**src/rtl/vga_fb_pkg.sv**
```systemverilog
// Shared constants and types for the frame-buffer arbiter.
package vga_fb_pkg;
  localparam int ADDR_W     = 14;
  localparam int DATA_W     = 4;
  localparam int FB_PIXELS  = 16384;
  localparam int FIFO_DEPTH = 4;

  typedef enum logic {
    IDLE  = 1'b0,
    CLEAR = 1'b1
  } fb_state_t;

  typedef struct packed {
    logic [ADDR_W-1:0] addr;
    logic [DATA_W-1:0] data;
  } wr_entry_t;
endpackage

```
**src/rtl/vga_fb_wr_fifo.sv**
```systemverilog
// Pending pixel-write FIFO; when full it still takes an entry
// if the head leaves in the same cycle.
module vga_fb_wr_fifo
  import vga_fb_pkg::*;
#(
  parameter int DEPTH = FIFO_DEPTH
) (
  input  logic                   clk,
  input  logic                   rst_n,
  input  logic                   enq,
  input  wr_entry_t              enq_data,
  input  logic                   deq,
  output wr_entry_t              head,
  output logic                   full,
  output logic                   empty,
  output logic [$clog2(DEPTH):0] count,
  output logic                   drop
);
  localparam int PW = $clog2(DEPTH);
  localparam logic [PW:0] DEPTH_C = (PW+1)'(DEPTH);

  wr_entry_t     mem_q [DEPTH];
  logic [PW-1:0] rd_ptr_q, rd_ptr_d;
  logic [PW-1:0] wr_ptr_q, wr_ptr_d;
  logic [PW:0]   count_q, count_d;
  logic          enq_ok, deq_ok;

  assign full   = (count_q == DEPTH_C);
  assign empty  = (count_q == '0);
  assign count  = count_q;
  assign head   = mem_q[rd_ptr_q];
  assign deq_ok = deq && !empty;
  assign enq_ok = enq && (!full || deq_ok);
  assign drop   = enq && !enq_ok;

  always_comb begin
    rd_ptr_d = rd_ptr_q;
    wr_ptr_d = wr_ptr_q;
    count_d  = count_q;
    if (deq_ok) rd_ptr_d = rd_ptr_q + 1'b1;
    if (enq_ok) wr_ptr_d = wr_ptr_q + 1'b1;
    unique case ({enq_ok, deq_ok})
      2'b10:   count_d = count_q + 1'b1;
      2'b01:   count_d = count_q - 1'b1;
      default: ;
    endcase
  end

  always_ff @(posedge clk) begin
    if (enq_ok) mem_q[wr_ptr_q] <= enq_data;
  end

  always_ff @(posedge clk or negedge rst_n) begin
    if (!rst_n) begin
      rd_ptr_q <= '0;
      wr_ptr_q <= '0;
      count_q  <= '0;
    end else begin
      rd_ptr_q <= rd_ptr_d;
      wr_ptr_q <= wr_ptr_d;
      count_q  <= count_d;
    end
  end
endmodule

```
**src/rtl/vga_fb_arbiter.sv**
```systemverilog
// Single-port frame-buffer arbiter: scanout reads, buffered Nios
// pixel writes and a full-buffer clear sequencer.
module vga_fb_arbiter
  import vga_fb_pkg::*;
(
  input  logic              clk_clk,
  input  logic              reset_reset_n,
  input  logic [ADDR_W-1:0] wr_addr,
  input  logic [DATA_W-1:0] wr_data,
  input  logic              wr_toggle,
  output logic              wr_busy,
  output logic              wr_overflow,
  input  logic              rd_req,
  input  logic [ADDR_W-1:0] rd_addr,
  output logic [DATA_W-1:0] rd_data,
  output logic              rd_valid,
  input  logic              clear_start,
  input  logic [DATA_W-1:0] clear_color,
  output logic              clear_busy,
  output logic [ADDR_W-1:0] mem_addr,
  output logic [DATA_W-1:0] mem_wdata,
  output logic              mem_we,
  input  logic [DATA_W-1:0] mem_rdata
);
  localparam int CW = $clog2(FIFO_DEPTH);
  localparam logic [ADDR_W:0] FB_LIM  = (ADDR_W+1)'(FB_PIXELS);
  localparam logic [ADDR_W:0] FB_LAST = (ADDR_W+1)'(FB_PIXELS - 1);

  logic              armed_q, prev_tgl_q, ovf_q;
  logic              ovf_d;
  fb_state_t         state_q, state_d;
  logic [ADDR_W:0]   clr_cnt_q, clr_cnt_d;
  logic [DATA_W-1:0] clr_color_q, clr_color_d;
  logic [ADDR_W-1:0] mem_addr_q, mem_addr_d;
  logic [DATA_W-1:0] mem_wdata_q, mem_wdata_d;
  logic              rd_p1_q, rd_valid_q;
  logic [DATA_W-1:0] rd_data_q, rd_data_d;

  logic              fifo_enq, fifo_deq;
  logic              fifo_full, fifo_empty, fifo_drop;
  wr_entry_t         fifo_head;
  logic [CW:0]       fifo_count;

  // The first cycle after reset only loads the toggle reference.
  assign fifo_enq = armed_q && (wr_toggle != prev_tgl_q);
  assign ovf_d    = ovf_q || fifo_drop;

  vga_fb_wr_fifo #(
    .DEPTH (FIFO_DEPTH)
  ) u_fifo (
    .clk      (clk_clk),
    .rst_n    (reset_reset_n),
    .enq      (fifo_enq),
    .enq_data ('{addr: wr_addr, data: wr_data}),
    .deq      (fifo_deq),
    .head     (fifo_head),
    .full     (fifo_full),
    .empty    (fifo_empty),
    .count    (fifo_count),
    .drop     (fifo_drop)
  );

  always_comb begin
    state_d     = state_q;
    clr_cnt_d   = clr_cnt_q;
    clr_color_d = clr_color_q;
    mem_addr_d  = mem_addr_q;
    mem_wdata_d = mem_wdata_q;
    mem_we      = 1'b0;
    fifo_deq    = 1'b0;
    if (rd_req) begin
      mem_addr_d = rd_addr;
    end else if (state_q == CLEAR) begin
      mem_addr_d  = clr_cnt_q[ADDR_W-1:0];
      mem_wdata_d = clr_color_q;
      mem_we      = 1'b1;
      clr_cnt_d   = clr_cnt_q + 1'b1;
      if (clr_cnt_q == FB_LAST) state_d = IDLE;
    end else if (!fifo_empty) begin
      fifo_deq    = 1'b1;
      mem_addr_d  = fifo_head.addr;
      mem_wdata_d = fifo_head.data;
      mem_we      = ({1'b0, fifo_head.addr} < FB_LIM);
    end
    if (state_q == IDLE && clear_start) begin
      state_d     = CLEAR;
      clr_cnt_d   = '0;
      clr_color_d = clear_color;
    end
  end

  assign rd_data_d = rd_p1_q ? mem_rdata : rd_data_q;

  always_ff @(posedge clk_clk or negedge reset_reset_n) begin
    if (!reset_reset_n) begin
      armed_q     <= 1'b0;
      prev_tgl_q  <= 1'b0;
      ovf_q       <= 1'b0;
      state_q     <= IDLE;
      clr_cnt_q   <= '0;
      clr_color_q <= '0;
      mem_addr_q  <= '0;
      mem_wdata_q <= '0;
      rd_p1_q     <= 1'b0;
      rd_valid_q  <= 1'b0;
      rd_data_q   <= '0;
    end else begin
      armed_q     <= 1'b1;
      prev_tgl_q  <= wr_toggle;
      ovf_q       <= ovf_d;
      state_q     <= state_d;
      clr_cnt_q   <= clr_cnt_d;
      clr_color_q <= clr_color_d;
      mem_addr_q  <= mem_addr_d;
      mem_wdata_q <= mem_wdata_d;
      rd_p1_q     <= rd_req;
      rd_valid_q  <= rd_p1_q;
      rd_data_q   <= rd_data_d;
    end
  end

  assign wr_busy     = fifo_full;
  assign wr_overflow = ovf_q;
  assign clear_busy  = (state_q == CLEAR);
  assign mem_addr    = mem_addr_d;
  assign mem_wdata   = mem_wdata_d;
  assign rd_valid    = rd_valid_q;
  assign rd_data     = rd_data_q;
endmodule

```
**config.mk**
```make
export PLATFORM = sky130hd
export DESIGN_NAME = vga_fb_arbiter
export DESIGN_NICKNAME = d
export VERILOG_FILES = /design/src/rtl/vga_fb_pkg.sv /design/src/rtl/vga_fb_wr_fifo.sv /design/src/rtl/vga_fb_arbiter.sv
export SDC_FILE = /design/constraint.sdc
export NUM_CORES = 1
export LEC_CHECK = 0
export ABC_AREA = 1
export BUFFER_PORTS_ARGS = -buffer_cell sky130_fd_sc_hd__buf_2
export CORE_ASPECT_RATIO = 1.25
export CORE_MARGIN = 4
export CORE_UTILIZATION = 25
export CTS_CLUSTER_DIAMETER = 150
export CTS_CLUSTER_SIZE = 30
export DETAILED_ROUTE_END_ITERATION = 10
export GPL_ROUTABILITY_DRIVEN = 0
export HOLD_SLACK_MARGIN = 0.12
export MAX_ROUTING_LAYER = met4
export PLACE_DENSITY_LB_ADDON = 0.05
export SYNTH_ARGS = -nofsm -noshare
export SYNTH_HDL_FRONTEND = slang
export SYNTH_SLANG_ARGS = --single-unit
```
**constraint.sdc**
```tcl
create_clock -name clk_clk -period 2.6 [get_ports clk_clk]
set_input_delay 0.39 -clock clk_clk [delete_from_list [all_inputs] [get_ports clk_clk]]
set_output_delay 0.39 -clock clk_clk [all_outputs]
set_load 0.01 [all_outputs]
```
== Word level (Yosys, flattened, before mapping) ==
Memory sizes are Yosys's and may differ from the RTL's.
Index checks and enable logic that the tools add are counted.

* Memories kept: 1
* Input bits: 45
* Output and inout port bits: 27
* Bits in registers: 54
* Word-level logic and storage cells: 62
* Bits in writable memories: 72

{| class="wikitable"
|+ Memory list
! name !! words !! bits a word !! rd ports !! clocked after Yosys merged registers in !! write ports !! line !! text
|-
| u_fifo.mem_q || 4 || 18 || 1 || 0 || 1 || vga_fb_wr_fifo.sv:22 || <nowiki>wr_entry_t mem_q [DEPTH];</nowiki>
|}

* Multiplexer cells: 21
* Reductions and logical operators: 14
* Add/sub/neg operators: 5
* Bitwise operators: 1
* Equality and inequality tests: 6

{| class="wikitable"
|+ Operators by type and width
! cell !! number
|-
| $mux 15 || 3
|-
| $mux 14 || 3
|-
| $add 15x1->15 const B || 1
|-
| $eq 15x14->1 const B || 1
|-
| $mux 4 || 3
|-
| $mux 1 || 11
|-
| $pmux 3 s2 || 1
|-
| $logic_and 1x1->1 || 5
|-
| $add 2x1->2 const B || 2
|-
| $reduce_bool 2->1 || 2
|-
| $add 3x1->3 const B || 1
|-
| $eq 3x3->1 const B || 1
|-
| $logic_not 1->1 || 3
|-
| $logic_not 3->1 || 1
|-
| $sub 3x1->3 const B || 1
|-
| $eq 2x1->1 const B || 1
|-
| $eq 2x2->1 const B || 1
|-
| $logic_or 1x1->1 || 2
|-
| $ne 2x1->1 const B || 1
|-
| $reduce_and 2->1 || 1
|-
| $ne 1x1->1 || 1
|-
| $not 1->1 || 1
|}

== Longest topological paths before layout ==
* Depth after elaboration: 10
* Mapped depth: 11
* Mapped depth without buffers: 10

== By module ==
A second synthesis with hierarchy kept.

* Cell total of the unflattened synthesis: 548
* Area, all modules: 5,559.1 um2

{| class="wikitable"
|+ Modules (own cells, without submodules)
! module !! sequential area each (um2) !! area each (um2) !! times used !! cells an instance
|-
| vga_fb_wr_fifo || 2,337.2 || 3,199.3 || 1 || 257
|-
| vga_fb_arbiter || 1,176.1 || 2,359.8 || 1 || 291
|}

== Worst setup path before layout ==
OpenSTA, ideal clock, no wires.

* Path type: input to register
* From: input port rd_req
* To: memory u_fifo.mem_q[0][0] (netlist bit), enable pin
* Slack: 0.475 ns
* Buffers on the path: 1
* Stages: 6
* Library setup time: 0.393 ns
* Required time: 2.207 ns
* Data arrival time: 1.732 ns
* Cell sequence: buf_4 > inv_2 > nand2_1 > nand2_1 > nand2_2 > nor2_1

* Word-level cells in the longest chain between the ends: 6

{| class="wikitable"
|+ Ends and longest elaborated chain
! item !! line !! text
|-
| start: declaration || vga_fb_arbiter.sv:13 || <nowiki>input logic rd_req,</nowiki>
|-
| $mux 1 || vga_fb_arbiter.sv:71 || <nowiki>if (rd_req) begin</nowiki>
|-
| $logic_and 1x1->1 || vga_fb_wr_fifo.sv:32 || <nowiki>assign deq_ok = deq && !empty;</nowiki>
|-
| $logic_or 1x1->1 || vga_fb_wr_fifo.sv:33 || <nowiki>assign enq_ok = enq && (!full || deq_ok);</nowiki>
|-
| $logic_and 1x1->1 || vga_fb_wr_fifo.sv:33 ||
|-
| $mux 1 || vga_fb_wr_fifo.sv:50 || <nowiki>if (enq_ok) mem_q[wr_ptr_q] <= enq_data;</nowiki>
|-
| $mux 1 (implied by the code) || vga_fb_wr_fifo.sv:50 ||
|-
| end: declaration || vga_fb_wr_fifo.sv:22 ||
|}

Every way passes these cells.

== Worst setup path after layout ==
* From: register state_q (netlist: clear_busy)
* To: output port mem_addr[3]

* Word-level cells in the longest chain between the ends: 2

{| class="wikitable"
|+ Ends and longest elaborated chain
! item !! line !! text
|-
| start: declaration || vga_fb_arbiter.sv:31 || <nowiki>fb_state_t state_q, state_d;</nowiki>
|-
| start signal: assignment || vga_fb_arbiter.sv:111 || <nowiki>state_q <= state_d;</nowiki>
|-
| $mux 14 || vga_fb_arbiter.sv:73 || <nowiki>end else if (state_q == CLEAR) begin</nowiki>
|-
| $mux 14 || vga_fb_arbiter.sv:71 ||
|-
| end: declaration || vga_fb_arbiter.sv:20 || <nowiki>output logic [ADDR_W-1:0] mem_addr,</nowiki>
|}

Every way passes these cells.

==> impl_metrics.py <==
metrics = {
    "critical_path": {
        "r2r_slack_ps": 480,
        "worstSetupPathType": "reg -> out",
        "end_kind": "primary output",
        "worst-endpoint-required_ps": 2210,
        "critical_path.max_fanout": 18,
        "worstSetupStartpoint": "clear_busy",
        "rr_startpoint": "clear_busy",
        "cp.arrival_ps": 1970,
        "start_kind": "flop",
        "cp-endpoint": "mem_addr[3]",
        "rr_worst_depth": 10,
        "r2r_end": "u_fifo.count[2]",
    },
    "routing": {
        "first_pass_iters": 4,
        "routed_wl_um": 15100,
        "drc": 0,
        "ant_nets": 0,
        "drt_iter0_drc": 222,
        "vias": 3926,
        "via_per_inst": 4.29,
        "avgRoutedWirePerCell_um": 16.5,
    },
    "global_route": {
        "grt_usage_pct": 13.3,
        "antenna_found_initial": 0,
        "grt_use_met3_pct": 2.92,
        "globalRoute.busiestLayer": "met2",
        "grt_pass1_wl_um": 23800,
        "grtUsageMet2_pct": 21.8,
        "met1_usage_pct": 16.6,
        "grt-ovfl-total": 0,
        "grt_pass1_vias": 4058,
        "grt_max_degree": 26,
    },
    "die": {
        "fp.dieW_um": 140,
        "die-area_um2": 24400,
        "start_util_pct": 25.4,
        "io_pins": 72,
        "fp.coreArea_um2": 21500,
        "rows": 60,
        "die_h_um": 174,
    },
    "power": {
        "internal_power_mw": 4.14,
        "ir_drop_v": 0.000422,
        "power.density_nw_per_um2": 865,
        "p_sw_share_pct": 29.8,
        "pwr-share-comb_pct": 18.0,
        "power.share.sequential_pct": 42.2,
        "p_switching_mw": 1.75,
        "p_leak_nw": 2.85,
        "pwr-share-clk_pct": 39.8,
    },
    "clocking": {
        "h-tree-depth": 4,
        "root_buffer": "clkbuf_16",
        "worstSkewPairLatency_ps": 410,
        "clock_path_buffers": 2,
        "cts_setup_buffers": 0,
        "clock-sinks": 126,
        "path_clk_slew_ps": 60,
        "cts_resized": 0,
        "cts_tree": "done",
        "cts_buffers": 17,
    },
    "synthesis": {
        "synth-edff-count": 72,
        "ys_seq_elements": 126,
        "synthFlopType": "edfxtp_1",
        "seq_area_frac_synth_pct": 64.1,
        "synth.avg_cell_area_um2": 10.3,
        "ys_types": 35,
        "synthCells": 534,
        "synthesis.area_um2": 5480,
        "syn_nets": 586,
        "async_flop_share_pct": 42.9,
        "yosysWarnings": 0,
    },
    "final_layout": {
        "areaGrowthSynthToFinish_pct": 24.2,
        "fin_nets": 676,
        "drive_gt1_share_pct": 22.8,
        "n_fill_cell": 2181,
        "n_antenna_cell": 0,
    },
    "sta": {
        "rsz0062_at_grt": "no",
        "finalCritPeriodShare_pct": 91.0,
        "fin_setup_tns_ps": 0,
        "skew_ps": 11.6,
        "layout_setup_ws_ps": 235,
        "drv_slew": 0,
        "fin_crit_ps": 2360,
        "finalSetupViolCount": 0,
        "clock.fmax_ghz": 0.423,
        "hold_viol_final": 0,
    },
    "outcome": {
        "status": "completed",
    },
    "place": {
        "numPortBuffers": 71,
        "pre_cts_ws_ps": 436,
        "dp_hpwl_um": 10500,
    },
    "run": {
        "max_cap_violations": 0,
    },
    "min_path": {
        "min_delay_path_depth": 3,
        "min-delay-path-class": "in -> reg",
    },
}
## layer usage
layer / vias up / wire [um]
li1: 1963 / -
met5: - / 0
met2: 64 / 7590
met4: 0 / 137
met1: 1888 / 6870
met3: 11 / 516
## cell families after synthesis
family / after synthesis / share of synthesized area [%]
fa+ha+maj: 7 / 1.74
compound gates: 83 / 8.04
mux: 4 / 0.822
buf+inv: 68 / 5.34
xor+xnor: 5 / 0.799
simple gates: 240 / 19.1
flops: 126 / 64.1
other cells: 1 / 0.0684
## cell usage after synthesis, drive strengths merged, types with 6 or more instances
| cell type | number | area (um^2) |
|---|---|---|
| buf | 15 | 92.6 |
| nand2 | 111 | 422 |
| o21ai | 57 | 285 |
| nand3 | 46 | 240 |
| inv | 49 | 184 |
| or2 | 7 | 43.8 |
| nor2 | 66 | 275 |
| ha | 6 | 75.1 |
| a21oi | 15 | 75.1 |
| edfxtp | 72 | 2160 |
| dfrtp | 54 | 1350 |
| o21bai | 7 | 52.6 |
## cell type report
class	instances	area (um^2)	share of cell area, %
clock buffer	17	425	6.25
multi-input combinational	340	1670	24.6
sequential	126	3510	51.6
clock inverter	15	159	2.33
tap	279	349	5.13
timing repair buffer	90	503	7.39
inverter	49	184	2.70
## registers in the layout, indices dropped and copies added (netlist names)
register         flops
clr_color_q          4
rd_valid             1
armed_q              1
rd_p1_q              1
mem_addr_q          14
u_fifo.mem_q        72
wr_overflow          1
clr_cnt_q           15
prev_tgl_q           1
mem_wdata_q          4
u_fifo.count         3
clear_busy           1
u_fifo.rd_ptr_q      2
rd_data              4
u_fifo.wr_ptr_q      2
## power groups by stage
stage / clock (mW) / sequential (mW) / combinational (mW)
global route: 2.51 / 2.52 / 1.20
CTS: 2.42 / 2.49 / 1.10
global placement: 0 / 2.52 / 1.08
finish: 2.34 / 2.49 / 1.06
detailed placement: 0 / 2.53 / 1.09
floorplan: 0 / 2.51 / 0.642
## cells in the final DEF, fill, tap and decap left out, types with 3 or more instances in the layout
cell type and count:
or2_2 5, edfxtp_1 72, buf_4 17, nor2_1 61
o21ai_0 48, clkinvlp_4 4, dfrtp_1 54, nor3_1 3
inv_2 7, nand2_1 109, xor2_1 4, o21bai_1 7
inv_1 42, a21oi_1 15, buf_2 71, clkbuf_16 17
nand4_1 4, mux2_2 4, inv_6 6, nand3_1 44
o21ai_1 9, o22ai_1 3, nor2_4 3, ha_1 6
## metrics by stage
step | std cells | util, % | hold slack [ps] | cell area [um^2] | total power [mW]
final | 916 | 31.6 | 182 | 6810 | 5.89
after global placement | 882 | 28.8 | 283 | 6200 | 3.60
after CTS | 916 | 31.6 | 165 | 6810 | 6.01
after detailed placement | 882 | 28.8 | 278 | 6200 | 3.61
after floorplan | 534 | - | 94.4 | 5480 | 3.15
after global routing | 916 | 31.6 | 170 | 6810 | 6.23
## worst min path at each step
stage                               from             endpoint  slack [ps]
final                     clear_color[1]       clr_color_q[1]         180
after global routing          wr_addr[7]  u_fifo.mem_q[0][11]         170
after CTS                 clear_color[1]       clr_color_q[1]         170
after detailed placement   reset_reset_n         clr_cnt_q[1]         280
after global placement     reset_reset_n         clr_cnt_q[2]         280
after floorplan            reset_reset_n              armed_q          90
## critical path: stages (launching register included)
cell,delay (ps)
dfrtp_1,440
inv_2,120
nand2_1,150
inv_2,290
o21ai_0,140
o21bai_1,240
buf_2,180
## what timing repair did
| action | CTS | global route |
|---|---|---|
| hold buffers | 2 | 0 |
| endpoints found under the hold margin | 10 | 0 |
| setup endpoints to repair | 0 | 0 |
Power figures use the tool's default switching activity.
